[config.mk]
export PLATFORM = sky130hd
export DESIGN_NAME = uart_fifo_core
export DESIGN_NICKNAME = d
export VERILOG_FILES = /design/src/rtl/uart_pkg.sv /design/src/rtl/uart_sync_fifo.sv /design/src/rtl/uart_fifo_core.sv
export SDC_FILE = /design/constraint.sdc
export NUM_CORES = 1
export LEC_CHECK = 0
export BUFFER_PORTS_ARGS = -buffer_cell sky130_fd_sc_hd__buf_2
export CORE_MARGIN = 2
export CORE_UTILIZATION = 55
export CTS_CLUSTER_DIAMETER = 50
export DETAILED_ROUTE_END_ITERATION = 10
export PLACE_DENSITY = 0.84
export RECOVER_POWER = 100
export SYNTH_ARGS = -nofsm -noshare
export SYNTH_HDL_FRONTEND = slang
export SYNTH_SLANG_ARGS = --single-unit
export TNS_END_PERCENT = 50
[constraint.sdc]
create_clock -name clk -period 7.4 [get_ports clk]
set_input_delay 0.74 -clock clk [delete_from_list [all_inputs] [get_ports clk]]
set_output_delay 0.74 -clock clk [all_outputs]
set_load 0.02 [all_outputs]
[src/rtl/uart_pkg.sv]
// Shared types and constants for the buffered UART engine.
// State encodings, status word bit positions and the empty-read value.
package uart_pkg;

  typedef enum logic [1:0] {TX_IDLE, TX_START, TX_DATA, TX_STOP} tx_state_t;
  typedef enum logic [1:0] {RX_IDLE, RX_START, RX_DATA, RX_STOP} rx_state_t;

  localparam int STAT_TX_FULL   = 0;
  localparam int STAT_TX_EMPTY  = 1;
  localparam int STAT_RX_EMPTY  = 2;
  localparam int STAT_RX_FULL   = 3;
  localparam int STAT_OVERRUN   = 4;
  localparam int STAT_FRAME_ERR = 5;
  localparam int STAT_TX_BUSY   = 6;

  localparam logic [31:0] UART_RX_EMPTY = 32'hFFFF_FFFF;
  localparam logic [31:0] MIN_DIV       = 32'd2;

endpackage

[src/rtl/uart_sync_fifo.sv]
// Synchronous first-word-fall-through FIFO; the head is always visible on dout.
// A push on a full FIFO is taken only when a pop happens in the same cycle.
module uart_sync_fifo #(
  parameter int WIDTH = 8,
  parameter int DEPTH = 8
) (
  input  logic                     clk,
  input  logic                     reset,
  input  logic                     push,
  input  logic [WIDTH-1:0]         din,
  input  logic                     pop,
  output logic [WIDTH-1:0]         dout,
  output logic                     full,
  output logic                     empty,
  output logic [$clog2(DEPTH):0]   count
);

  localparam int AW = $clog2(DEPTH);
  localparam logic [AW:0] FULL_COUNT = (AW+1)'(DEPTH);

  logic [WIDTH-1:0] mem [DEPTH];
  logic [AW-1:0]    wr_ptr;
  logic [AW-1:0]    rd_ptr;
  logic             wr_en;
  logic             rd_en;

  assign rd_en = pop && !empty;
  assign wr_en = push && (!full || rd_en);

  always_ff @(posedge clk) begin
    if (wr_en) mem[wr_ptr] <= din;
  end

  // Pointers wrap naturally at DEPTH; count disambiguates full from empty.
  always_ff @(posedge clk) begin
    if (reset) begin
      wr_ptr <= '0;
      rd_ptr <= '0;
      count  <= '0;
    end else begin
      if (wr_en) wr_ptr <= wr_ptr + 1'b1;
      if (rd_en) rd_ptr <= rd_ptr + 1'b1;
      case ({wr_en, rd_en})
        2'b10:   count <= count + 1'b1;
        2'b01:   count <= count - 1'b1;
        default: count <= count;
      endcase
    end
  end

  assign full  = (count == FULL_COUNT);
  assign empty = (count == '0);
  assign dout  = mem[rd_ptr];

endmodule

[src/rtl/uart_fifo_core.sv]
// Buffered UART engine: divider register, TX/RX FIFOs, serial TX/RX state machines
// and a status word with sticky write-one-to-clear error flags.
module uart_fifo_core #(
  parameter logic [31:0] DEFAULT_DIV = 32'd104,
  parameter int          TX_DEPTH    = 8,
  parameter int          RX_DEPTH    = 8
) (
  input  logic        clk,
  input  logic        reset,
  output logic        ser_tx,
  input  logic        ser_rx,
  input  logic [3:0]  reg_div_we,
  input  logic [31:0] reg_div_di,
  output logic [31:0] reg_div_do,
  input  logic        reg_dat_we,
  input  logic        reg_dat_re,
  input  logic [31:0] reg_dat_di,
  output logic [31:0] reg_dat_do,
  output logic        reg_dat_wait,
  input  logic        reg_stat_we,
  input  logic [31:0] reg_stat_di,
  output logic [31:0] reg_stat_do
);
  import uart_pkg::*;

  logic [31:0] div_reg, eff_div;
  logic        tx_push, tx_pop, tx_full, tx_empty;
  logic [7:0]  tx_dout;
  logic [$clog2(TX_DEPTH):0] tx_count;
  logic        rx_push, rx_pop, rx_full, rx_empty;
  logic [7:0]  rx_dout;
  logic [$clog2(RX_DEPTH):0] rx_count;

  tx_state_t   tx_state, tx_state_n;
  logic [31:0] tx_cnt, tx_cnt_n;
  logic [2:0]  tx_bit, tx_bit_n;
  logic [7:0]  tx_shift, tx_shift_n;

  rx_state_t   rx_state, rx_state_n;
  logic [31:0] rx_cnt, rx_cnt_n;
  logic [2:0]  rx_bit, rx_bit_n;
  logic [7:0]  rx_shift, rx_shift_n;
  logic        rx_meta, rx_s;
  logic        set_overrun, set_frame_err, overrun, frame_err;
  logic        unused_bits;

  assign unused_bits = ^{reg_dat_di[31:8], reg_stat_di[31:6], reg_stat_di[3:0], tx_count, rx_count};

  // Divider is byte-writable; bit timers reload from it only at bit boundaries.
  always_ff @(posedge clk) begin
    if (reset) div_reg <= DEFAULT_DIV;
    else begin
      for (int i = 0; i < 4; i++)
        if (reg_div_we[i]) div_reg[8*i +: 8] <= reg_div_di[8*i +: 8];
    end
  end

  assign eff_div    = (div_reg < MIN_DIV) ? MIN_DIV : div_reg;
  assign reg_div_do = div_reg;

  assign tx_push      = reg_dat_we && !tx_full;
  assign reg_dat_wait = reg_dat_we && tx_full;
  assign rx_pop       = reg_dat_re && !rx_empty;

  uart_sync_fifo #(.WIDTH(8), .DEPTH(TX_DEPTH)) u_tx_fifo (
    .clk(clk), .reset(reset), .push(tx_push), .din(reg_dat_di[7:0]), .pop(tx_pop),
    .dout(tx_dout), .full(tx_full), .empty(tx_empty), .count(tx_count)
  );

  uart_sync_fifo #(.WIDTH(8), .DEPTH(RX_DEPTH)) u_rx_fifo (
    .clk(clk), .reset(reset), .push(rx_push), .din(rx_shift_n), .pop(rx_pop),
    .dout(rx_dout), .full(rx_full), .empty(rx_empty), .count(rx_count)
  );

  always_ff @(posedge clk) begin
    if (reset) begin
      tx_state <= TX_IDLE;
      tx_cnt   <= '0;
      tx_bit   <= '0;
      tx_shift <= '0;
    end else begin
      tx_state <= tx_state_n;
      tx_cnt   <= tx_cnt_n;
      tx_bit   <= tx_bit_n;
      tx_shift <= tx_shift_n;
    end
  end

  // STOP chains straight into START when another byte is waiting, so frames abut.
  always_comb begin
    tx_state_n = tx_state;
    tx_cnt_n   = tx_cnt;
    tx_bit_n   = tx_bit;
    tx_shift_n = tx_shift;
    tx_pop     = 1'b0;
    case (tx_state)
      TX_IDLE: if (!tx_empty) begin
        tx_pop = 1'b1; tx_shift_n = tx_dout; tx_cnt_n = eff_div - 32'd1; tx_state_n = TX_START;
      end
      TX_START: if (tx_cnt == '0) begin
        tx_cnt_n = eff_div - 32'd1; tx_bit_n = '0; tx_state_n = TX_DATA;
      end else tx_cnt_n = tx_cnt - 32'd1;
      TX_DATA: if (tx_cnt == '0) begin
        tx_cnt_n = eff_div - 32'd1;
        if (tx_bit == 3'd7) tx_state_n = TX_STOP;
        else begin
          tx_bit_n   = tx_bit + 3'd1;
          tx_shift_n = {1'b0, tx_shift[7:1]};
        end
      end else tx_cnt_n = tx_cnt - 32'd1;
      TX_STOP: if (tx_cnt == '0) begin
        if (!tx_empty) begin
          tx_pop = 1'b1; tx_shift_n = tx_dout; tx_cnt_n = eff_div - 32'd1; tx_state_n = TX_START;
        end else tx_state_n = TX_IDLE;
      end else tx_cnt_n = tx_cnt - 32'd1;
      default: tx_state_n = TX_IDLE;
    endcase
  end

  assign ser_tx = (tx_state == TX_START) ? 1'b0 :
                  (tx_state == TX_DATA)  ? tx_shift[0] : 1'b1;

  always_ff @(posedge clk) begin
    if (reset) begin
      rx_meta  <= 1'b1;
      rx_s     <= 1'b1;
      rx_state <= RX_IDLE;
      rx_cnt   <= '0;
      rx_bit   <= '0;
      rx_shift <= '0;
    end else begin
      rx_meta  <= ser_rx;
      rx_s     <= rx_meta;
      rx_state <= rx_state_n;
      rx_cnt   <= rx_cnt_n;
      rx_bit   <= rx_bit_n;
      rx_shift <= rx_shift_n;
    end
  end

  // Half-bit wait after the falling edge puts every later sample mid-bit.
  always_comb begin
    rx_state_n    = rx_state;
    rx_cnt_n      = rx_cnt;
    rx_bit_n      = rx_bit;
    rx_shift_n    = rx_shift;
    rx_push       = 1'b0;
    set_overrun   = 1'b0;
    set_frame_err = 1'b0;
    case (rx_state)
      RX_IDLE: if (!rx_s) begin
        rx_cnt_n = (eff_div >> 1) - 32'd1; rx_state_n = RX_START;
      end
      RX_START: if (rx_cnt == '0) begin
        if (rx_s) rx_state_n = RX_IDLE;
        else begin
          rx_cnt_n = eff_div - 32'd1; rx_bit_n = '0; rx_state_n = RX_DATA;
        end
      end else rx_cnt_n = rx_cnt - 32'd1;
      RX_DATA: if (rx_cnt == '0) begin
        rx_shift_n = {rx_s, rx_shift[7:1]};
        rx_cnt_n   = eff_div - 32'd1;
        if (rx_bit == 3'd7) rx_state_n = RX_STOP;
        else rx_bit_n = rx_bit + 3'd1;
      end else rx_cnt_n = rx_cnt - 32'd1;
      RX_STOP: if (rx_cnt == '0) begin
        rx_state_n = RX_IDLE;
        if (!rx_s) set_frame_err = 1'b1;
        else if (!rx_full || rx_pop) rx_push = 1'b1;
        else set_overrun = 1'b1;
      end else rx_cnt_n = rx_cnt - 32'd1;
      default: rx_state_n = RX_IDLE;
    endcase
  end

  // Sticky flags: a set in the same cycle as a clear wins.
  always_ff @(posedge clk) begin
    if (reset) begin
      overrun   <= 1'b0;
      frame_err <= 1'b0;
    end else begin
      overrun   <= set_overrun   | (overrun   & ~(reg_stat_we & reg_stat_di[STAT_OVERRUN]));
      frame_err <= set_frame_err | (frame_err & ~(reg_stat_we & reg_stat_di[STAT_FRAME_ERR]));
    end
  end

  assign reg_dat_do = rx_empty ? UART_RX_EMPTY : {24'b0, rx_dout};

  always_comb begin
    reg_stat_do                 = '0;
    reg_stat_do[STAT_TX_FULL]   = tx_full;
    reg_stat_do[STAT_TX_EMPTY]  = tx_empty;
    reg_stat_do[STAT_RX_EMPTY]  = rx_empty;
    reg_stat_do[STAT_RX_FULL]   = rx_full;
    reg_stat_do[STAT_OVERRUN]   = overrun;
    reg_stat_do[STAT_FRAME_ERR] = frame_err;
    reg_stat_do[STAT_TX_BUSY]   = (tx_state != TX_IDLE);
  end

endmodule
==> flow_summary.json <==
{
  "outcome": "complete, but fails checks",
  "violations": "max-capacitance violations, max-slew violations",
  "worst_clock_skew_ps": 26.48,
  "ctsRootBufferMaster": "clkbuf_16",
  "drtAntennaViolNets": 0,
  "yosys_warnings": 0,
  "place_congestion": 0.9475,
  "netlist_instances": 1520,
  "synthArstFlopShare_pct": 0,
  "vias_per_cell": 6.307,
  "cts.repair.resized": 0,
  "grt_pass1_vias": 11317,
  "cts.sinks": 280,
  "dp_hpwl_um": 25530,
  "ys_ff_latch": 280,
  "drive_gt1_share_pct": 10.15,
  "hp-class": "in2reg",
  "initial_utilization_pct": 56.11,
  "worstMarginPinSlew_ps": 2808,
  "synth.distinct_cells": 82,
  "synth_flop_cell": "dfxtp_1",
  "numPortBuffers": 124,
  "ir_drop_mv": 0.2048,
  "route.detailed.drc": 0,
  "yosysSeqAreaShare_pct": 45.41,
  "die_h_um": 170.0,
  "p_per_area_nw_per_um2": 336.5,
  "wirelength_um": 37650,
  "die_w_um": 170.0,
  "syn_avg_cell_area_um2": 9.977,
  "maxCapViolations": 6,
  "fin_setup_tns_ps": 0,
  "ctsHoldBuffers": 0,
  "crit_slowest_cell": "nor3_1",
  "path_cells": "nor4_1 > nand4_1 > nor3_1 > nand4b_1 > or2_2 > nor3_1",
  "synth_area_um2": 15160,
  "rsz0062_at_grt": "false",
  "max_freq_ghz": 0.1884,
  "leakagePower_nw": 5.957,
  "hold_viol_final": 0,
  "cts_made_buffers": 35,
  "critPathMostFrequentCell": "nor3_1",
  "crit_type": "reg2reg",
  "cts_buffer_depth": 3,
  "grt_max_degree": 58,
  "critical_path.max_stage_delay_ps": 990,
  "dr.pass1.iters": 6,
  "power_mw": 5.584,
  "grt_pass1_wl_um": 60030,
  "grtUsageTotal_pct": 25.85,
  "n_antenna_cell": 0,
  "ioPinCount": 204,
  "cp_max_fo": 15,
  "clk_pin_slew_ps": 60,
  "cts_tree": "yes",
  "postCtsSetupBuffers": 0,
  "nNetsFinal": 1705,
  "syn_to_final_growth_pct": 9.431,
  "fin_crit_ps": 5307,
  "routedWlPerCell_um": 19.43,
  "synth-edff-count": 128,
  "fin_crit_sh_pct": 71.72,
  "grt-ovfl-total": 0,
  "cp_data_required_time_ps": 7520,
  "core_um2": 27030,
  "antenna_found_initial": 0,
  "die_area_um2": 28920,
  "clkLatencyLatePin_ps": 530,
  "critPathCaptureType": "flop",
  "drv_slew": 178,
  "drtIter0Drc": 1500,
  "final-setup-viol-count": 0,
  "cp-start-kind": "flop",
  "slew_headroom_pct": -87.19,
  "num_rows": 60,
  "cts.htree.levels": 2,
  "vias": 12217,
  "cp_data_arrival_time_ps": 5430
}
-- layout make-up --
cell class                 count  area (um2)
clock buffer                  46       989.7
tap                          341       426.7
sequential                   280        6887
clock inverter                18       219.0
inverter                      32       120.1
timing repair buffer         139       598.1
fill                        2162       10430
multi-input combinational   1081        7355
-- state kept, by name (all words and copies together), names as in the netlist, 2 cells and up, named ones only --
signal,cells
u_rx_fifo.mem,64
u_tx_fifo.mem,64
reg_div_do,32
rx_cnt,32
tx_cnt,29
rx_shift,8
tx_shift,8
u_rx_fifo.count,4
u_tx_fifo.count,4
rx_bit,3
tx_bit,3
u_rx_fifo.rd_ptr,3
u_rx_fifo.wr_ptr,3
u_tx_fifo.rd_ptr,3
u_tx_fifo.wr_ptr,3
tx_state,2
-- Yosys cell counts, drive strengths merged (4+ instances only) --
cell | instances | area (um2)
nor2 | 173 | 649.4
dfxtp | 152 | 3043
edfxtp | 128 | 3844
nand2 | 115 | 434.2
a21oi | 91 | 463.0
buf | 80 | 529.3
clkbuf | 71 | 266.5
mux2i | 64 | 640.6
o21ai | 63 | 319.1
xnor2 | 59 | 516.8
nor3 | 54 | 286.5
xor2 | 46 | 402.9
nor4 | 36 | 290.3
inv | 32 | 120.1
mux4 | 32 | 720.7
ha | 28 | 350.3
nand3 | 26 | 130.1
or3 | 17 | 116.4
a31oi | 16 | 100.1
or4 | 16 | 120.1
and2 | 13 | 81.33
nand2b | 13 | 81.33
a22o | 12 | 105.1
mux2 | 11 | 123.9
o211ai | 11 | 82.58
nand4 | 10 | 62.56
o32ai | 10 | 87.58
a211o | 9 | 78.83
o221ai | 9 | 78.83
a22oi | 8 | 60.06
o22ai | 8 | 50.05
a211oi | 7 | 52.55
o31ai | 7 | 66.31
or2 | 7 | 43.79
and3 | 6 | 37.54
nor2b | 6 | 37.54
a21o | 5 | 37.54
a221oi | 5 | 43.79
a31o | 5 | 43.79
o21a | 5 | 37.54
a221o | 4 | 40.04
a32o | 4 | 40.04
nand3b | 4 | 30.03
nand4b | 4 | 50.05
o311ai | 4 | 35.04
-- cell families after synthesis --
family / after synthesis / synth area share, %
and+or+nand+nor: 511 / 16.81
other: 1 / 0.02473
AOI/OAI and AO/OA: 303 / 13.28
muxes: 107 / 9.794
adders and majority gates: 30 / 2.574
DFF: 280 / 45.41
xor gates and xnor gates: 105 / 6.064
buffers and inverters: 183 / 6.040
-- routing by layer --
layer / GRT usage, % / up-vias / share of wire [%] / routed length [um]
met5: 0 / - / 0 / 0
met4: 11.63 / 0 / 4.7 / 1781
met1: 35.23 / 5753 / 40 / 15210
met3: 4.419 / 133 / 9.8 / 3707
li1: - / 5606 / - / -
met2: 40.60 / 725 / 45 / 16940
-- worst max-delay path: cells and delay by family (launching register included) --
family | cells | cell delay (ps)
flops | 1 | 360
simple gates | 6 | 4540
-- where the power goes --
group / switching [mW] / internal [mW]
sequential: 0.172 / 1.75
combinational: 1.21 / 0.692
clock: 0.694 / 1.07
-- worst paths after layout --
kind | endpoint | startpoint | slack (ps) | cells after the start
setup / recovery | u_rx_fifo.mem[4][0] | rx_cnt[2] | 2090 | 6
hold / removal | rx_meta | ser_rx | 410 | 2
setup reg to reg | u_rx_fifo.mem[4][0] | rx_cnt[2] | 2090 | 6
hold reg to reg | overrun | overrun | 470 | 2
-- cell usage in the layout (no fill, tap or decap), types with 7 or more instances in the layout --
| master | instances |
|---|---|
| a211o_1 | 9 |
| a211oi_1 | 7 |
| a21oi_1 | 89 |
| a22o_1 | 12 |
| a22oi_1 | 8 |
| a31oi_1 | 16 |
| and2_1 | 10 |
| buf_2 | 43 |
| clkbuf_1 | 96 |
| clkbuf_16 | 37 |
| conb_1 | 25 |
| dfxtp_1 | 152 |
| edfxtp_1 | 128 |
| ha_1 | 28 |
| inv_1 | 32 |
| mux2_1 | 9 |
| mux2i_1 | 64 |
| mux4_2 | 32 |
| nand2_1 | 115 |
| nand2b_1 | 13 |
| nand3_1 | 26 |
| nand4_1 | 10 |
| nor2_1 | 173 |
| nor3_1 | 54 |
| nor4_1 | 30 |
| o211ai_1 | 11 |
| o21ai_0 | 62 |
| o221ai_1 | 9 |
| o22ai_1 | 8 |
| o31ai_1 | 7 |
| o32ai_1 | 10 |
| or2_2 | 7 |
| or3_1 | 15 |
| or4_1 | 16 |
| xnor2_1 | 59 |
| xor2_1 | 46 |
-- through the flow --
stage               cells  utilization, %  setup slack [ps]  hold WS (ps)  instance area [um2]
floorplan            1544               -              3211         389.5                15250
finish               1937           61.40              2093         407.4                16590
global placement     1873           57.84              2803         443.1                15630
global route         1937           61.40              1721         396.9                16590
detailed placement   1873           57.84              2666         431.9                15630
CTS                  1937           62.31              2652         392.1                16840
Note: power is estimated with default switching activity, not from simulation.
